<file path="config.mk">
export PLATFORM = sky130hd
export DESIGN_NAME = if_stage_flat
export DESIGN_NICKNAME = d
export VERILOG_FILES = /design/src/rtl/if_stage_pkg.sv /design/src/rtl/if_stage_if.sv /design/src/rtl/if_stage_fs_inst_buf.sv /design/src/rtl/if_stage.sv /design/src/flat_wrapper.sv
export SDC_FILE = /design/constraint.sdc
export NUM_CORES = 1
export LEC_CHECK = 0
export CAP_MARGIN = 20
export CELL_PAD_IN_SITES_DETAIL_PLACEMENT = 1
export CELL_PAD_IN_SITES_GLOBAL_PLACEMENT = 1
export CORE_MARGIN = 2
export CORE_UTILIZATION = 32
export DETAILED_ROUTE_END_ITERATION = 7
export MAX_ROUTING_LAYER = met4
export PLACE_DENSITY_LB_ADDON = 0.12
export SYNTH_ARGS = -nofsm -noshare
export SYNTH_HDL_FRONTEND = slang
export SYNTH_SLANG_ARGS = --single-unit
</file>
<file path="constraint.sdc">
create_clock -name clk -period 2.25 [get_ports clk]
set_input_delay 0.3375 -clock clk [delete_from_list [all_inputs] [get_ports clk]]
set_output_delay 0.3375 -clock clk [all_outputs]
set_load 0.02 [all_outputs]
</file>
<file path="src/rtl/if_stage_pkg.sv">
// if_stage_pkg: shared widths, reset/exception vectors and the fs-to-ds payload layout.
package if_stage_pkg;
    localparam logic [31:0] RESET_PC         = 32'hbfc00000;
    localparam logic [31:0] EXCP_ENTRY       = 32'hbfc00380;
    localparam int          BR_BUS_WD        = 33;
    localparam int          CP0_TO_FS_BUS_WD = 34;
    localparam int          FS_TO_DS_BUS_WD  = 102;
    localparam logic [4:0]  EX_ADEL          = 5'h04;

    typedef struct packed {
        logic        excp;
        logic [4:0]  execode;
        logic [31:0] badvaddr;
        logic [31:0] inst;
        logic [31:0] pc;
    } fs_to_ds_t;
endpackage

</file>
<file path="src/rtl/if_stage_if.sv">
// if_stage_if: synchronous instruction SRAM port between the fetch stage (master) and the memory (slave).
interface if_stage_if;
    logic        inst_sram_en;
    logic [3:0]  inst_sram_wen;
    logic [31:0] inst_sram_addr;
    logic [31:0] inst_sram_wdata;
    logic [31:0] inst_sram_rdata;

    modport master (
        output inst_sram_en, inst_sram_wen, inst_sram_addr, inst_sram_wdata,
        input  inst_sram_rdata
    );
    modport slave (
        input  inst_sram_en, inst_sram_wen, inst_sram_addr, inst_sram_wdata,
        output inst_sram_rdata
    );
endinterface

</file>
<file path="src/rtl/if_stage_fs_inst_buf.sv">
// fs_inst_buf: single-entry holding register that keeps the fetched word alive across decode stalls.
module fs_inst_buf (
    input  logic        clk,
    input  logic        resetn,
    input  logic        cap_i,
    input  logic        clr_i,
    input  logic [31:0] rdata_i,
    output logic        valid_o,
    output logic [31:0] inst_o
);
    logic        valid_q;
    logic [31:0] data_q;

    // only the first stalled cycle carries the real SRAM word; later ones are stale
    always_ff @(posedge clk or negedge resetn) begin
        if (!resetn) begin
            valid_q <= 1'b0;
            data_q  <= '0;
        end else if (clr_i) begin
            valid_q <= 1'b0;
        end else if (cap_i && !valid_q) begin
            valid_q <= 1'b1;
            data_q  <= rdata_i;
        end
    end

    assign valid_o = valid_q;
    assign inst_o  = valid_q ? data_q : rdata_i;
endmodule

</file>
<file path="src/rtl/if_stage.sv">
// if_stage: MIPS fetch stage -- PC register, next-PC selection, SRAM request and fs-to-ds payload.
module if_stage
    import if_stage_pkg::*;
(
    input  logic                        clk,
    input  logic                        resetn,
    input  logic                        ds_allowin,
    input  logic [BR_BUS_WD-1:0]        br_bus,
    input  logic [CP0_TO_FS_BUS_WD-1:0] cp0_to_fs_bus,
    output logic                        fs_to_ds_valid,
    output logic [FS_TO_DS_BUS_WD-1:0]  fs_to_ds_bus,
    if_stage_if.master                  inst_sram
);
    logic        to_fs_valid_q, fs_valid_q, br_pend_q;
    logic        fs_valid_d, br_pend_d;
    logic [31:0] fs_pc_q, fs_pc_d, br_pend_target_q, br_pend_target_d;
    logic        br_taken, excp_flush, eret_flush, flush;
    logic [31:0] br_target, epc, nextpc, buf_inst;
    logic        fs_allowin, advance, stall, ibuf_valid, adel;
    fs_to_ds_t   ds_bus;

    assign {br_taken, br_target}          = br_bus;
    assign {excp_flush, eret_flush, epc}  = cp0_to_fs_bus;
    assign flush      = excp_flush | eret_flush;
    assign fs_allowin = !fs_valid_q | ds_allowin;
    assign advance    = to_fs_valid_q & (fs_allowin | flush);
    assign stall      = fs_valid_q & !fs_allowin;

    assign nextpc = excp_flush ? EXCP_ENTRY :
                    eret_flush ? epc :
                    br_pend_q  ? br_pend_target_q :
                    br_taken   ? br_target : fs_pc_q + 32'd4;

    always_comb begin
        fs_valid_d       = fs_valid_q;
        fs_pc_d          = fs_pc_q;
        br_pend_d        = br_pend_q;
        br_pend_target_d = br_pend_target_q;
        if (advance) begin
            fs_valid_d = 1'b1;
            fs_pc_d    = nextpc;
            br_pend_d  = 1'b0;
        end else if (stall && !flush && br_taken) begin
            // decode may drop br_taken before we advance, so remember the target
            br_pend_d        = 1'b1;
            br_pend_target_d = br_target;
        end
    end

    always_ff @(posedge clk or negedge resetn) begin
        if (!resetn) begin
            to_fs_valid_q    <= 1'b0;
            fs_valid_q       <= 1'b0;
            fs_pc_q          <= RESET_PC - 32'd4;
            br_pend_q        <= 1'b0;
            br_pend_target_q <= '0;
        end else begin
            to_fs_valid_q    <= 1'b1;
            fs_valid_q       <= fs_valid_d;
            fs_pc_q          <= fs_pc_d;
            br_pend_q        <= br_pend_d;
            br_pend_target_q <= br_pend_target_d;
        end
    end

    fs_inst_buf u_buf (
        .clk     (clk),
        .resetn  (resetn),
        .cap_i   (stall),
        .clr_i   (advance),
        .rdata_i (inst_sram.inst_sram_rdata),
        .valid_o (ibuf_valid),
        .inst_o  (buf_inst)
    );

    assign adel            = fs_pc_q[1:0] != 2'b00;
    assign ds_bus.excp     = adel;
    assign ds_bus.execode  = adel ? EX_ADEL : 5'h00;
    assign ds_bus.badvaddr = adel ? fs_pc_q : 32'h0;
    assign ds_bus.inst     = adel ? 32'h0 : buf_inst;
    assign ds_bus.pc       = fs_pc_q;
    assign fs_to_ds_bus    = ds_bus;
    assign fs_to_ds_valid  = fs_valid_q & !flush;

    assign inst_sram.inst_sram_en    = advance;
    assign inst_sram.inst_sram_wen   = 4'b0000;
    assign inst_sram.inst_sram_addr  = nextpc;
    assign inst_sram.inst_sram_wdata = 32'h0;
endmodule

</file>
<file path="src/flat_wrapper.sv">
// flat-port wrapper written by rule: the top's interface ports become plain ports
module if_stage_flat import if_stage_pkg::*;
  (clk, resetn, ds_allowin, br_bus, cp0_to_fs_bus, fs_to_ds_valid, fs_to_ds_bus, inst_sram_inst_sram_en, inst_sram_inst_sram_wen, inst_sram_inst_sram_addr, inst_sram_inst_sram_wdata, inst_sram_inst_sram_rdata);
  if_stage_if inst_sram_i ();
  input  logic clk;
  input  logic resetn;
  input  logic ds_allowin;
  input  logic [BR_BUS_WD-1:0] br_bus;
  input  logic [CP0_TO_FS_BUS_WD-1:0] cp0_to_fs_bus;
  output logic fs_to_ds_valid;
  output logic [FS_TO_DS_BUS_WD-1:0] fs_to_ds_bus;
  output wire logic [$bits(inst_sram_i.inst_sram_en)-1:0] inst_sram_inst_sram_en;
  output wire logic [$bits(inst_sram_i.inst_sram_wen)-1:0] inst_sram_inst_sram_wen;
  output wire logic [$bits(inst_sram_i.inst_sram_addr)-1:0] inst_sram_inst_sram_addr;
  output wire logic [$bits(inst_sram_i.inst_sram_wdata)-1:0] inst_sram_inst_sram_wdata;
  input wire logic [$bits(inst_sram_i.inst_sram_rdata)-1:0] inst_sram_inst_sram_rdata;
  assign inst_sram_inst_sram_en = inst_sram_i.inst_sram_en;
  assign inst_sram_inst_sram_wen = inst_sram_i.inst_sram_wen;
  assign inst_sram_inst_sram_addr = inst_sram_i.inst_sram_addr;
  assign inst_sram_inst_sram_wdata = inst_sram_i.inst_sram_wdata;
  assign inst_sram_i.inst_sram_rdata = inst_sram_inst_sram_rdata;
  if_stage u_core (.clk(clk), .resetn(resetn), .ds_allowin(ds_allowin), .br_bus(br_bus), .cp0_to_fs_bus(cp0_to_fs_bus), .fs_to_ds_valid(fs_to_ds_valid), .fs_to_ds_bus(fs_to_ds_bus), .inst_sram(inst_sram_i));
endmodule
</file>
==> results of run 1 <==
[synth_stat cells, drive strengths merged (8+ instances only)]
library cell | instances | area (sq um)
dfrtp | 72 | 1800
mux2 | 71 | 800
nor2 | 65 | 244
buf | 60 | 419
a21oi | 42 | 210
mux2i | 40 | 400
o21ai | 38 | 201
clkbuf | 36 | 135
nand2 | 35 | 131
and2 | 29 | 181
dfstp | 28 | 736
nand3 | 19 | 95.1
nor3 | 13 | 81.3
o22ai | 13 | 81.3
inv | 11 | 41.3
a31oi | 10 | 62.6
xor2 | 10 | 87.6
and3 | 9 | 56.3
and4 | 8 | 70.1
nand2b | 8 | 50.1
nand4 | 8 | 50.1
xnor2 | 8 | 70.1
[worst paths after layout]
kind                                                           end  slack, ps  cells past startpoint
setup / recovery                      inst_sram_inst_sram_addr[22]       -460                     10
hold / removal             u_core.br_pend_target_q[12]$_DFFE_PN0P_         30                      2
setup reg to reg                    u_core.fs_pc_q[28]$_DFFE_PN1P_         60                     10
hold reg to reg                 u_core.u_buf.data_q[7]$_DFFE_PN0P_        490                      1
max in group asynchronous         u_core.u_buf.valid_o$_DFFE_PN0P_       1720                      2
min in group clk                u_core.u_buf.data_q[7]$_DFFE_PN0P_        490                      1
[power by group]
part / total, W / switching, W / internal, W
Sequential: 0.00244 / 0.000250 / 0.00219
Combinational: 0.00296 / 0.00154 / 0.00142
Clock: 0.00179 / 0.000745 / 0.00104
Total: 0.00718 / 0.00253 / 0.00465
[area by class of cell]
| class | count | area, sq um |
|---|---|---|
| Clock buffer | 11 | 253 |
| Antenna cell | 3 | 7.51 |
| Sequential cell | 100 | 2540 |
| Timing Repair Buffer | 435 | 3990 |
| Clock inverter | 5 | 82.6 |
| Tap cell | 275 | 344 |
| Inverter | 11 | 43.8 |
| Multi-Input combinational cell | 560 | 4380 |
| Fill cell | 2351 | 9250 |
[per-layer routing]
| layer | vias up | wire length, um | GRT usage | share of wire |
|---|---|---|---|---|
| met3 | 35 | 1570 | 0.0433 | 0.053 |
| met4 | 0 | 551 | 0.0752 | 0.019 |
| met5 | - | 0 | - | 0 |
| met2 | 228 | 15500 | 0.450 | 0.52 |
| met1 | 3719 | 12000 | 0.298 | 0.41 |
| li1 | 3328 | - | - | - |
[metrics by stage]
step / power (W) / instance area, sq um / setup slack (ps)
3_3_place_gp: 0.00515 / 10300 / -622
2_1_floorplan: 0.00386 / 6980 / -21.7
3_5_place_dp: 0.00527 / 10300 / -683
5_1_grt: 0.00753 / 11600 / -533
4_1_cts: 0.00701 / 10900 / -481
6_report: 0.00718 / 11600 / -459
[state kept, by name, indices dropped and copies added, names as in the netlist]
register                 cells
u_core.u_buf.data_q         32
u_core.fs_pc_q              32
u_core.to_fs_valid_q         1
u_core.u_buf.valid_o         1
u_core.br_pend_target_q     32
u_core.br_pend_q             1
u_core.fs_valid_q            1
[critical path: cells and delay by family, from the launching register on]
kind                     cells  cell delay, ps
AO/OA/AOI/OAI                3             370
buffers and inverters        4             640
adder cells (fa/ha/maj)      1             140
flip-flops                   1             570
AND/OR/NAND/NOR              2             290
[timing repair]
item	in CTS	in global routing
pin swaps	24	43
setup endpoints to repair	109	55
cloned	1	3
gates resized for setup	289	91
hold buffers	0	0
setup buffers	14	35
hold endpoints to repair	0	0
[kinds of logic after synthesis]
family                   share of synthesized area
XOR/XNOR                                    0.0233
flip-flops                                   0.375
AND/OR/NAND/NOR                              0.164
buffers and inverters                       0.0880
other                                      0.00111
AO/OA/AOI/OAI                                0.169
multiplexers                                 0.177
adder cells (fa/ha/maj)                    0.00185
[layout by cell type (no fill, tap or decap), types with 6 or more instances in the layout]
| cell type | n |
|---|---|
| buf_4 | 182 |
| clkdlybuf4s50_1 | 133 |
| dfrtp_1 | 70 |
| nor2_1 | 62 |
| dlygate4sd2_1 | 60 |
| conb_1 | 41 |
| mux2_2 | 39 |
| mux2i_1 | 38 |
| buf_6 | 37 |
| nand2_1 | 33 |
| a21oi_1 | 30 |
| and2_1 | 29 |
| dfstp_2 | 28 |
| o21ai_0 | 26 |
| mux2_4 | 18 |
| mux2_1 | 14 |
| a21oi_2 | 11 |
| o22ai_1 | 11 |
| clkbuf_16 | 11 |
| a31oi_1 | 10 |
| buf_12 | 10 |
| nand4_1 | 8 |
| inv_1 | 8 |
| nand3_2 | 7 |
| nand3_1 | 7 |
| o21a_1 | 7 |
| xnor2_2 | 7 |
| nand2b_1 | 7 |
| o21ai_2 | 7 |
| xor2_1 | 6 |
==> run_results.csv, run 1 <==
group,metric,value,unit
final_layout,fin_nets,1220,
timing,slew_headroom,0.604,
timing,rsz0062_at_grt,"true",
timing,fin_worst_skew,9.15,ps
cts,cts_root_buffer,"clkbuf_16",
timing,timing.fmax,369,MHz
power_and_ir_drop,power.density,617,nW/um^2
floorplan,rows,53,
synth,ys_types,62,
drt,drt_iter0_markers,248,
timing,max_slew.worst_pin.slew,594,ps
job,max_cap_viol_count,0,
floorplan,core,20900,sq um
drt,firstDrtPassIters,5,
timing,period_share,1.20,
setup_path,cp-startpoint,"u_core.fs_pc_q[3]$_DFFE_PN1P_",
final_layout,fin_util,0.557,
synth,postSynthAreaPerCell,9.30,sq um
setup_path,slowest_stage,"dfstp_2",
setup_path,critPathArrivalTime,2370,ps
timing,setup_ws,-459,ps
timing,drv_slew,0,
outcome,violations,"setup timing",
synth,yosys_warnings,0,
timing,whs,28.9,ps
floorplan,die_h,149,um
synth,syn_area,6770,sq um
placement,dp_cells,1332,
timing,hold_viol_final,0,
drt,drc,0,
setup_path,critPathKind,"reg2out",
global_routing,antenna_found_initial,2,
setup_path,worstPathCellList,"ha_4 > nand4_1 > buf_6 > nor2_2 > buf_6 > buf_4 > a21boi_0 > o21ai_1 > a21oi_2 > buf_4",
global_routing,track_usage,0.255,
global_routing,overflow,0,
placement,place.gp.congestion,0.875,
placement,hpwl,20.7,mm
synth,syn_inst,728,
outcome,status,"complete, but fails checks",
setup_path,cp-end-kind,"primary output",
floorplan,fp.dieW,149,um
drt,postRouteWirelength,29.6,mm
power_and_ir_drop,ir_drop,0.397,mV
final_layout,area_growth,72.0,%
final_layout,drive_above_1_share,0.385,
setup_path,r2r_start,"u_core.fs_pc_q[3]$_DFFE_PN1P_",
floorplan,pin_count,274,
cts,clock_path_buffers,2,
synth,synthFlopType,"dfrtp_1",
timing,setup_viol,28,
setup_path,critPathLaunchType,"flip-flop",
global_routing,grt_pass1_wl,43.0,mm
worst_hold_path,worstHoldPathType,"in2async",
cts,cts_buffers,9,
setup_path,cp_max_fo,7,
power_and_ir_drop,leakage,5.28,nW
drt,wl_per_cell,21.2,um
drt,vias_per_cell,5.22,
final_layout,instances_no_fill,1400,
synth,async_flop_share,1.00,
global_routing,grt_max_degree,101,
cts,clk_pin_slew_worst_paths,80,ps
global_routing,grt_pass1_vias,7828,
cts,tritoncts,"done",
synth,synth-edff-count,0,
drt,vias,7310,
synth,ys_ff_latch,100,
drt,drtAntennaViolNets,0,
setup_path,cpPeakStageDelay,570,ps
cts,ctsHtreeMaxLevel,3,
cts,clock-sinks,100,
timing,fin_crit,2710,ps
timing,finalSetupTns,-7820,ps
setup_path,required,1910,ps
cts,insertion_delay,360,ps
floorplan,die_area,22300,sq um
synth,yosysSeqAreaShare,0.375,
floorplan,start_util,0.324,
placement,io_buffers,233,
Note: power is estimated with default switching activity, not from simulation.
==> run 2, diff against run 1 <==
--- a/constraint.sdc
+++ b/constraint.sdc
@@ -3,2 +3,2 @@
 set_output_delay 0.3375 -clock clk [all_outputs]
-set_load 0.02 [all_outputs]
+set_load 0.01 [all_outputs]
==> run_results.csv, run 2 (synthesis results as in run 1) <==
group,metric,value,unit
outcome,status,"complete, but fails checks",
outcome,violations,"setup timing",
timing,drv_slew,0,
global_routing,grt_max_degree,54,
placement,hpwl,19.7,mm
timing,max_slew.worst_pin.slew,538,ps
cts,cts_buffers,9,
cts,clk_pin_slew_worst_paths,80,ps
timing,rsz0062_at_grt,"true",
final_layout,top_regs,"u_core.br_pend_target_q: 32 flops, u_core.fs_pc_q: 32 flops, u_core.u_buf.data_q: 32 flops",
drt,vias,7100,
setup_path,cp_max_fo,3,
worst_hold_path,worstHoldPathType,"in2async",
setup_path,r2r_start,"u_core.fs_pc_q[2]$_DFFE_PN1P_",
timing,setup_ws,-418,ps
global_routing,antenna_found_initial,2,
setup_path,required,1910,ps
drt,drtAntennaViolNets,0,
timing,setup_viol,27,
final_layout,area_growth,64.1,%
global_routing,track_usage,0.246,
power_and_ir_drop,swShare,0.330,
cts,cts_root_buffer,"clkbuf_16",
power_and_ir_drop,clock_power_share,0.253,
setup_path,cp-startpoint,"u_core.fs_pc_q[2]$_DFFE_PN1P_",
timing,period_share,1.19,
setup_path,cp-end-kind,"primary output",
cts,clock_path_buffers,2,
cts,insertion_delay,360,ps
setup_path,crit_family,"simple AND/OR/NAND/NOR gates",
timing,hold_viol_final,0,
final_layout,layout_commonest_cell,"clkdlybuf4s50_1",
power_and_ir_drop,intPower,0.00443,W
timing,timing.fmax,375,MHz
floorplan,start_util,0.324,
final_layout,layout_common_cells,"163 x clkdlybuf4s50_1, 152 x buf_4, 69 x dfrtp_1",
cts,ctsHtreeMaxLevel,3,
drt,wl_per_cell,19.7,um
drt,vias_per_cell,5.16,
timing,fin_worst_skew,8.08,ps
drt,firstDrtPassIters,5,
power_and_ir_drop,power.density,596,nW/um^2
global_routing,overflow,0,
placement,place.gp.congestion,0.858,
power_and_ir_drop,p_comb_frac,0.383,
drt,postRouteWirelength,27.1,mm
power_and_ir_drop,ir_drop,0.385,mV
power_and_ir_drop,p_switching,0.00219,W
power_and_ir_drop,power,0.00662,W
power_and_ir_drop,p_seq_frac,0.364,
drt,drt_iter0_markers,218,
floorplan,die_area,22300,sq um
placement,io_buffers,233,
global_routing,grt_pass1_wl,41.3,mm
cts,clock-sinks,100,
setup_path,critical_path_buf_inv_count,1,
cts,tritoncts,"done",
drt,drc,0,
final_layout,fin_nets,1197,
timing,fin_crit,2670,ps
final_layout,drive_above_1_share,0.330,
setup_path,critPathArrivalTime,2330,ps
floorplan,core,20900,sq um
timing,slew_headroom,0.642,
floorplan,pin_count,274,
setup_path,cpPeakStageDelay,570,ps
floorplan,rows,53,
timing,whs,476,ps
job,max_cap_viol_count,0,
floorplan,die_h,149,um
setup_path,worstPathCellList,"ha_4 > nand4_1 > or2_4 > nor3_4 > mux2i_1 > a21oi_2 > buf_2",
setup_path,slowest_stage,"dfstp_2",
floorplan,fp.dieW,149,um
setup_path,critPathLaunchType,"flip-flop",
setup_path,critPathKind,"reg2out",
power_and_ir_drop,leakage,4.94,nW
global_routing,grt_pass1_vias,7494,
[run 2: metrics by stage]
stage | setup slack, ps | TNS [ps] | util | cells | instance area, sq um
CTS | -397 | -7200 | 0.523 | 1372 | 10900
global route | -528 | -10090 | 0.532 | 1376 | 11100
global placement | -560 | -20690 | 0.493 | 1335 | 10300
detailed placement | -640 | -23380 | 0.493 | 1335 | 10300
floorplan | 20.7 | 0 | - | 767 | 6920
finish | -418 | -7340 | 0.532 | 1376 | 11100
[run 2: area by class of cell]
type | count | area, sq um
Multi-Input combinational cell | 560 | 4160
Antenna cell | 2 | 5.00
Clock inverter | 6 | 72.6
Timing Repair Buffer | 412 | 3700
Sequential cell | 100 | 2540
Inverter | 11 | 41.3
Fill cell | 2384 | 9790
Clock buffer | 10 | 239
Tap cell | 275 | 344
[run 2: worst register-to-register path, cell delays in order, from the launching register on]
cell,delay [ps]
dfstp_2,570
ha_4,140
nand4_1,220
buf_6,240
nor3_4,130
buf_4,140
mux2i_2,70
o2bb2ai_2,140
buf_4,140
buf_6,100
mux2_4,240
[run 2: worst paths after layout]
| kind | slack (ps) | endpoint | cells after the start |
|---|---|---|---|
| max in group asynchronous | 1050 | u_core.fs_pc_q[28]$_DFFE_PN1P_ | 3 |
| hold reg to reg | 490 | u_core.u_buf.data_q[23]$_DFFE_PN0P_ | 1 |
| setup / recovery | -420 | inst_sram_inst_sram_addr[18] | 7 |
| setup reg to reg | 60 | u_core.fs_pc_q[12]$_DFFE_PN1P_ | 10 |
| min in group clk | 490 | u_core.u_buf.data_q[23]$_DFFE_PN0P_ | 1 |
| hold / removal | 480 | u_core.br_pend_target_q[12]$_DFFE_PN0P_ | 2 |
[run 2: power by group through the flow]
| stage | Sequential, W | Clock [W] | Combinational, W |
|---|---|---|---|
| 3_3_place_gp | 0.00241 | 0 | 0.00248 |
| 3_5_place_dp | 0.00243 | 0 | 0.00251 |
| 5_1_grt | 0.00245 | 0.00178 | 0.00275 |
| 4_1_cts | 0.00240 | 0.00173 | 0.00253 |
| 2_1_floorplan | 0.00244 | 0 | 0.00112 |
| 6_report | 0.00241 | 0.00168 | 0.00254 |
[run 2: repair_timing]
action / CTS / global route
gates cloned: 1 / 0
setup endpoints to repair: 93 / 58
hold endpoints to repair: 19 / 0
buffers inserted: 20 / 8
hold buffers: 1 / 0
resized for setup: 227 / 45
pin swaps: 50 / 21
[run 2: per-layer routing]
metal / up-vias / global-route usage / routed length (um) / part of all wire
li1: 3282 / - / - / -
met1: 3534 / 0.299 / 11400 / 0.42
met2: 233 / 0.414 / 13400 / 0.49
met3: 51 / 0.0430 / 1540 / 0.057
met4: 0 / 0.0833 / 760 / 0.028
met5: - / - / 0 / 0
